===== src/rtl/mem_request_arbiter.sv =====
// rtl/mem_request_arbiter.sv - single-port RAM arbiter between instruction fetch and data memory requesters
// Optional feature macro: ARB_STARVE_GUARD_EN (forces an instruction grant after STARVE_LIMIT data grants)
`timescale 1ns/1ps

module mem_request_arbiter #(
    parameter int TIMEOUT      = 16,
    parameter int STARVE_LIMIT = 4
) (
    input  logic        CLK,
    input  logic        RST,
    input  logic        iREN,
    input  logic [31:0] iaddr,
    input  logic        dREN,
    input  logic        dWEN,
    input  logic [31:0] daddr,
    input  logic [31:0] dstore,
    input  logic [31:0] ramload,
    input  logic [1:0]  ramstate,
    output logic        ihit,
    output logic        dhit,
    output logic [31:0] iload,
    output logic [31:0] dload,
    output logic        ramREN,
    output logic        ramWEN,
    output logic [31:0] ramaddr,
    output logic [31:0] ramstore,
    output logic        mem_err
);

    typedef enum logic [1:0] {
        RAM_FREE   = 2'd0,
        RAM_BUSY   = 2'd1,
        RAM_ACCESS = 2'd2,
        RAM_ERROR  = 2'd3
    } ramstate_t;

    typedef enum logic [1:0] {
        IDLE = 2'd0,
        IACC = 2'd1,
        DACC = 2'd2,
        RESP = 2'd3
    } state_t;

    localparam int          WCW      = $clog2(TIMEOUT + 1);
    localparam logic [31:0] BAD_WORD = 32'hBAD1BAD1;

    // Reject configurations where a zero limit would make the counters meaningless.
    if (TIMEOUT < 1 || STARVE_LIMIT < 1) begin : g_bad_params
        $error("mem_request_arbiter: TIMEOUT and STARVE_LIMIT must both be at least 1");
    end

    state_t          state;
    logic            is_write;
    logic            withdrawn;
    logic [WCW-1:0]  wait_cnt;
    logic [WCW-1:0]  wait_inc;
    logic            data_req;
    logic            grant_i;
    logic            grant_d;
    logic            starve_force;
    logic            access_done;
    logic            access_fail;
    logic            timed_out;

    assign data_req = dREN | dWEN;

    // Saturating next value of the wait counter; a failure fires on the cycle
    // that would make the count of non-ACCESS cycles reach TIMEOUT.
    assign wait_inc    = (wait_cnt == WCW'(TIMEOUT)) ? wait_cnt : wait_cnt + 1'b1;
    assign access_done = (ramstate == RAM_ACCESS);
    assign timed_out   = !access_done && (wait_inc == WCW'(TIMEOUT));
    assign access_fail = (ramstate == RAM_ERROR) || timed_out;

`ifdef ARB_STARVE_GUARD_EN
    localparam int SCW = $clog2(STARVE_LIMIT + 1);

    logic [SCW-1:0] starve_cnt;

    assign starve_force = (starve_cnt == SCW'(STARVE_LIMIT));

    // Count data grants that bypassed a pending fetch; any fetch grant resets the count.
    always_ff @(posedge CLK) begin
        if (RST) begin
            starve_cnt <= '0;
        end else if (grant_i) begin
            starve_cnt <= '0;
        end else if (grant_d && iREN) begin
            starve_cnt <= starve_cnt + 1'b1;
        end
    end
`else
    assign starve_force = 1'b0;
`endif

    // Grant decision in IDLE: data wins (older instruction) unless the starvation guard trips.
    always_comb begin
        grant_i = 1'b0;
        grant_d = 1'b0;
        if (state == IDLE) begin
            if (iREN && starve_force) begin
                grant_i = 1'b1;
            end else if (data_req) begin
                grant_d = 1'b1;
            end else if (iREN) begin
                grant_i = 1'b1;
            end
        end
    end

    // Access sequencer: latch the winner, hold the RAM strobes until completion, then pulse the hit.
    always_ff @(posedge CLK) begin
        if (RST) begin
            state     <= IDLE;
            ihit      <= 1'b0;
            dhit      <= 1'b0;
            iload     <= '0;
            dload     <= '0;
            ramREN    <= 1'b0;
            ramWEN    <= 1'b0;
            ramaddr   <= '0;
            ramstore  <= '0;
            mem_err   <= 1'b0;
            is_write  <= 1'b0;
            withdrawn <= 1'b0;
            wait_cnt  <= '0;
        end else begin
            ihit <= 1'b0;
            dhit <= 1'b0;
            case (state)
                IDLE: begin
                    if (grant_d) begin
                        state     <= DACC;
                        ramaddr   <= daddr;
                        ramstore  <= dstore;
                        is_write  <= dWEN;
                        ramWEN    <= dWEN;
                        ramREN    <= ~dWEN;
                        withdrawn <= 1'b0;
                        wait_cnt  <= '0;
                    end else if (grant_i) begin
                        state     <= IACC;
                        ramaddr   <= iaddr;
                        is_write  <= 1'b0;
                        ramWEN    <= 1'b0;
                        ramREN    <= 1'b1;
                        withdrawn <= 1'b0;
                        wait_cnt  <= '0;
                    end
                end
                IACC: begin
                    if (!iREN) begin
                        withdrawn <= 1'b1;
                    end
                    if (access_done || access_fail) begin
                        if (access_done) begin
                            iload <= ramload;
                        end else begin
                            iload   <= BAD_WORD;
                            mem_err <= 1'b1;
                        end
                        // A fetch flushed at any point in the access completes silently.
                        ihit   <= iREN && !withdrawn;
                        ramREN <= 1'b0;
                        ramWEN <= 1'b0;
                        state  <= RESP;
                    end else begin
                        wait_cnt <= wait_inc;
                    end
                end
                DACC: begin
                    if (access_done || access_fail) begin
                        if (access_done) begin
                            if (!is_write) begin
                                dload <= ramload;
                            end
                        end else begin
                            dload   <= BAD_WORD;
                            mem_err <= 1'b1;
                        end
                        dhit   <= 1'b1;
                        ramREN <= 1'b0;
                        ramWEN <= 1'b0;
                        state  <= RESP;
                    end else begin
                        wait_cnt <= wait_inc;
                    end
                end
                default: begin
                    state <= IDLE;
                end
            endcase
        end
    end

endmodule


===== config.mk =====
export PLATFORM = sky130hd
export DESIGN_NAME = mem_request_arbiter
export DESIGN_NICKNAME = d
export VERILOG_FILES = /design/src/rtl/mem_request_arbiter.sv
export SDC_FILE = /design/constraint.sdc
export NUM_CORES = 1
export LEC_CHECK = 0
export ABC_CLOCK_PERIOD_IN_PS = 2250
export CORE_MARGIN = 3
export CORE_UTILIZATION = 37
export DETAILED_ROUTE_END_ITERATION = 16
export PLACE_DENSITY = 0.86
export RECOVER_POWER = 50
export SYNTH_ARGS = -nofsm -noshare
export SYNTH_HDL_FRONTEND = slang
export SYNTH_SLANG_ARGS = --single-unit

===== constraint.sdc =====
create_clock -name CLK -period 2.25 [get_ports CLK]
set_input_delay 0.3375 -clock CLK [delete_from_list [all_inputs] [get_ports CLK]]
set_output_delay 0.3375 -clock CLK [all_outputs]
set_load 0.005 [all_outputs]

Yosys cells after proc, flatten, opt, wreduce, memory -nomap -nowiden

Index checks and enable logic that the tools add are counted.

$add $sub $neg: 1
Equality and inequality tests: 11
Multiplexer cells: 30
Bitwise gates (word level): 6
Reduce and logical (&&, ||, !) cells: 22

Operators by type and width:

| cell                  | count |
|---|---|
| $mux W32              | 5 |
| $mux W5               | 4 |
| $reduce_and A3 Y1     | 5 |
| $mux W1               | 13 |
| $eq A5 B5 Y1 const B  | 2 |
| $pmux W5 S2           | 1 |
| $reduce_and A2 Y1     | 4 |
| $eq A2 B2 Y1 const B  | 3 |
| $mux W2               | 3 |
| $ne A2 B2 Y1 const B  | 3 |
| $pmux W1 S2           | 3 |
| $reduce_bool A2 Y1    | 3 |
| $add A5 B1 Y5 const B | 1 |
| $not A1 Y1            | 5 |
| $pmux W2 S2           | 1 |
| $reduce_or A2 Y1      | 2 |
| $ne A3 B3 Y1 const B  | 1 |
| $reduce_or A3 Y1      | 1 |
| $eq A2 B1 Y1 const B  | 1 |
| $logic_and A1 B1 Y1   | 2 |
| $logic_not A1 Y1      | 2 |
| $logic_not A2 Y1      | 1 |
| $logic_or A1 B1 Y1    | 2 |
| $ne A2 B1 Y1 const B  | 1 |
| $or A1 B1 Y1          | 1 |

Flip-flop bits (word level): 142

Depth between registers and ports, before layout

Gate-level depths: netlist of the first run.

Depth in word-level cells: 8
Mapped depth: 10
Depth with buffers taken out: 7

Least setup slack after synthesis of the first run

OpenSTA, ideal clock, no wires.

Kind: reg-to-reg
Start point: reg wait_cnt[0]
End point: reg iload[22]
Arrival time: 2078 ps
Data required time: 2178 ps
Path slack: 100 ps
Cell stages (with the launch flop): 11
Buffers on the path: 3
Path through: dfxtp_1 -> inv_1 -> ha_1 -> or3b_2 -> nand4_1 -> a2111oi_4 -> buf_6 -> o21a_1 -> buf_6 -> buf_12 -> mux2i_1

Longest elaborated chain between the ends: 7
Elaborated cells on any way between the ends: 8

Ends and longest elaborated chain:

| what                                          | line | source |
|---|---|---|
| start: declaration                            | 55   | `logic [WCW-1:0] wait_cnt;` |
| start signal: assignment                      | 167  | `wait_cnt <= wait_inc;` |
| start signal: assignment                      | 185  | `wait_cnt <= wait_inc;` |
| $add A5 B1 Y5 or $eq A5 B5 Y1 (tied branches) | 69   | `assign wait_inc = (wait_cnt == WCW'(TIMEOUT)) ? wait_cnt : wait_cnt + 1'b1;` |
| $mux W5 (*)                                   | 69   |  |
| $eq A5 B5 Y1 (*)                              | 71   | `assign timed_out = !access_done && (wait_inc == WCW'(TIMEOUT));` |
| $logic_and A1 B1 Y1 (*)                       | 71   |  |
| $logic_or A1 B1 Y1 (*)                        | 72   | `assign access_fail = (ramstate == RAM_ERROR) \|\| timed_out;` |
| $logic_or A1 B1 Y1 (*)                        | 154  | `if (access_done \|\| access_fail) begin` |
| $reduce_and A2 Y1 (no source line) (*)        | -    |  |
| end signal: assignment                        | 156  | `iload <= ramload;` |
| end: declaration                              | 21   | `output logic [31:0] iload,` |

Mark *: on every way between the ends. The rest lies on a longest branch, timed or not.
A chain may end at the register's enable or synchronous reset.

Worst setup path after layout of the first run

Start point: reg wait_cnt[0]
End point: reg wait_cnt[4]

Longest elaborated chain between the ends: 8
Elaborated cells on any way between the ends: 11

Ends and longest elaborated chain:

| what                                          | line |
|---|---|
| $add A5 B1 Y5 or $eq A5 B5 Y1 (tied branches) | 69 |
| $mux W5 (*)                                   | 69 |
| $eq A5 B5 Y1                                  | 71 |
| $logic_and A1 B1 Y1                           | 71 |
| $logic_or A1 B1 Y1                            | 72 |
| $logic_or A1 B1 Y1                            | 154, 171 |
| $ne A2 B2 Y1 (no source line)                 | - |
| $reduce_and A3 Y1 (no source line)            | - |

Mark *: on every way between the ends. The rest lies on a longest branch, timed or not. The select of a mux whose other input is x is not followed.

==> results.sh, run 1 <==
export IMPL_globalplace_congestion=0.796
export IMPL_ir_worst_vdd_v=0.000592
export IMPL_dr_total_vias=5645
export IMPL_synth_seq_cells=142
export IMPL_leakage_nw=3.96
export IMPL_power_switching_mw=3.06
export IMPL_synth_ff_type="dfxtp_1"
export IMPL_fin_skew_ns=0.0127
export IMPL_io_pins=268
export IMPL_yosys_top_cells_count="nand2_1, dfxtp_1, clkbuf_1, a21oi_1, nor2_1"
export IMPL_clk_latency_ns=0.42
export IMPL_avgSynthCellArea_um2=8.87
export IMPL_p_clk_share_pct=29.6
export IMPL_cts_tree="yes"
export IMPL_finalCritPeriodShare_pct=96.6
export IMPL_final_max_slew_violation_count=0
export IMPL_crit_slowest_cell="or4b_4"
export IMPL_drc=0
export IMPL_die_y_um=131
export IMPL_rsz0062_at_grt="no"
export IMPL_worstPathRequired_ns=2.59
export IMPL_drive_gt1_share_pct=10.3
export IMPL_postSynthNetCount=793
export IMPL_area_growth_pct=63.5
export IMPL_drtIter0Drc=300
export IMPL_grt_antenna_before_repair=0
export IMPL_fp_dieW_um=131
export IMPL_finalHoldViolations=0
export IMPL_min_period_ns=2.17
export IMPL_start_util_pct=37.9
export IMPL_crit_type="reg2reg"
export IMPL_yosysTopAreaCellShare_pct=49.2
export IMPL_placed_area_mm2=0.00876
export IMPL_synthCells=652
export IMPL_status="finished, final reports clean"
export IMPL_grt_pass1_wl_um=27300
export IMPL_crit_arrival_ns=2.51
export IMPL_synth_cell_area_mm2=0.00578
export IMPL_drv_cap=0
export IMPL_achievable_frequency_mhz=460
export IMPL_path_cells="inv_2 > ha_4 > or3b_2 > nand4_1 > a2111oi_4 > buf_4 > buf_4 > or4b_4 > a21oi_2"
export IMPL_final_area_mm2=0.00945
export IMPL_dp_hpwl_um=12700
export IMPL_setup_violations=0
export IMPL_nets=1049
export IMPL_ant_nets=0
export IMPL_cts_made_buffers=17
export IMPL_slew_limit_headroom_pct=57.6
export IMPL_slowest_delay_ns=0.48
export IMPL_p_comb_share_pct=35.6
export IMPL_grt_use_total_pct=20.0
export IMPL_clock_sinks=142
export IMPL_tns_ns=0
export IMPL_cp_common_cell="buf_4"
export IMPL_htree_levels=4
export IMPL_synthArstFlopShare_pct=0
export IMPL_n_antenna_cell=0
export IMPL_die_area_mm2=0.0172
export IMPL_pwr_share_seq_pct=34.8
export IMPL_ys_seq_area_share_pct=49.2
export IMPL_p_int_mw=6.91
export IMPL_grt_max_degree=90
export IMPL_post_drt_via_cell_ratio=4.99
export IMPL_power_density_mw_per_mm2=1060
export IMPL_critical_path_endpoint_type="flop"
export IMPL_cts_buffer_depth=2
export IMPL_clockRootBuffer="clkbuf_16"
export IMPL_wirelength_um=18200
export IMPL_yosysWarnings=0
export IMPL_first_pass_iters=8
export IMPL_synth_most_common_cell="nand2_1"
export IMPL_swShare_pct=30.7
export IMPL_row_count=45
export IMPL_grt_overflow_total=0
export IMPL_synth_edf_count=0
export IMPL_port_buffer_count=267
export IMPL_synth_area_leaders="dfxtp_1, nand2_1, mux2i_1"
export IMPL_wl_per_cell_um=16.1
export IMPL_ctsHoldBuffers=0
export IMPL_tightestPinTransition_ns=0.632
export IMPL_yosys_area_top_type="dfxtp_1"
export IMPL_core_area_mm2=0.0153
export IMPL_startpoint_type="flop"
export IMPL_cts_clk_slew_worst_paths_ns=0.05
export IMPL_min_path_type="in2reg"
export IMPL_first_global_vias=5397
export IMPL_cp_max_fo=3
export IMPL_synth_cell_types=46
per-stage QoR:
| stage | total power [mW] | worst slack, ns | util [%] | std cells | hold WS (ns) |
|---|---|---|---|---|---|
| after global routing | 10.5 | 0.0103 | 61.9 | 1131 | 0.380 |
| after floorplan | 5.18 | 0.100 | - | 652 | 0.417 |
| after detailed placement | 7.27 | 0.0345 | 57.4 | 1096 | 0.447 |
| after CTS | 10.3 | 0.0173 | 61.5 | 1127 | 0.349 |
| after global placement | 7.17 | 0.130 | 57.4 | 1096 | 0.440 |
| final | 9.98 | 0.0774 | 61.9 | 1131 | 0.367 |
kinds of logic (layout without fill, tap and decap cells):
| logic type | after synthesis | count (layout) | synth area share [%] |
|---|---|---|---|
| buffers and inverters | 61 | 329 | 4.98 |
| AOI/OAI and AO/OA | 145 | 145 | 19.4 |
| and+or+nand+nor | 261 | 261 | 18.8 |
| xor gates and xnor gates | 2 | 2 | 0.303 |
| adders and majority gates | 6 | 6 | 1.30 |
| DFF | 142 | 142 | 49.2 |
| muxes | 35 | 35 | 6.06 |
worst max-delay path: cells and delay by family, from the launching register on:
family          cells  cell delay, ns
fa+ha+maj           1            0.13
flops               1            0.33
simple gates        3            1.05
compound gates      2            0.23
buf+inv             3            0.36
cells in the final DEF (no fill, tap or decap), drive strengths merged, types with 2 or more instances in the layout:
master         count
a311oi            32
nand2b             5
clkinv             3
xnor2              2
nand2            185
dfxtp            142
clkinvlp           4
o21ai             26
or3                2
bufinv             4
inv                5
nor2b             18
mux2i             35
nor2              38
clkdlybuf4s50    143
o21a               2
o31ai              2
a21oi             38
o221a             18
a2bb2oi            2
nand3b             2
dlygate4sd3      123
buf               26
nand3              4
o311ai             2
a32o              14
ha                 6
clkbuf            21
final timing paths:
kind | from | end | cells past startpoint | slack, ns
worst min-delay path | RST | iload[18] | 4 | 0.37
worst max-delay path | wait_cnt[0] | wait_cnt[4] | 9 | 0.08
worst max register to register | wait_cnt[0] | wait_cnt[4] | 9 | 0.08
worst min register to register | ramstore[26] | ramstore[26] | 2 | 0.45
metal layers:
layer	wire length, um	share of wire [%]	track usage, %
met4	269	1.5	6.65
met3	1020	5.6	6.14
met1	7470	41	24.1
met2	9390	52	33.9
met5	0	0	0
sequential cells by signal, summed over array words and instances (netlist names):
| name | cells |
|---|---|
| dhit | 1 |
| dload | 32 |
| ihit | 1 |
| iload | 32 |
| is_write | 1 |
| mem_err | 1 |
| ramREN | 1 |
| ramWEN | 1 |
| ramaddr | 32 |
| ramstore | 32 |
| state | 2 |
| wait_cnt | 5 |
| withdrawn | 1 |
power by group through the flow:
stage / Combinational (mW) / Sequential [mW] / Clock, mW
after floorplan: 1.60 / 3.58 / 0
after global placement: 3.66 / 3.52 / 0
after detailed placement: 3.72 / 3.55 / 0
after CTS: 3.74 / 3.50 / 3.02
after global routing: 3.85 / 3.56 / 3.12
final: 3.55 / 3.47 / 2.95
cell type report:
class | count | area [um^2]
clock inverters | 11 | 165
inverters | 5 | 18.8
clock buffers | 20 | 457
multi-input cells | 449 | 2710
well taps | 211 | 264
fillers | 1273 | 5810
flip-flops and latches | 142 | 2850
repair buffers | 293 | 2990
what timing repair did:
action,4_1_cts,5_1_grt
endpoints found under the setup margin,1,36
gates cloned,0,1
buffers inserted,0,3
gates resized for setup,1,10
pin swaps,0,3
endpoints found under the hold margin,0,0
(Power assumes the default switching activity.)
==> run 2, diff against run 1 <==
Settings changed: ABC_CLOCK_PERIOD_IN_PS 2250 to default.
==> results of run 2 <==
No change in the layout: final DEF, timing and power equal those of run 1.
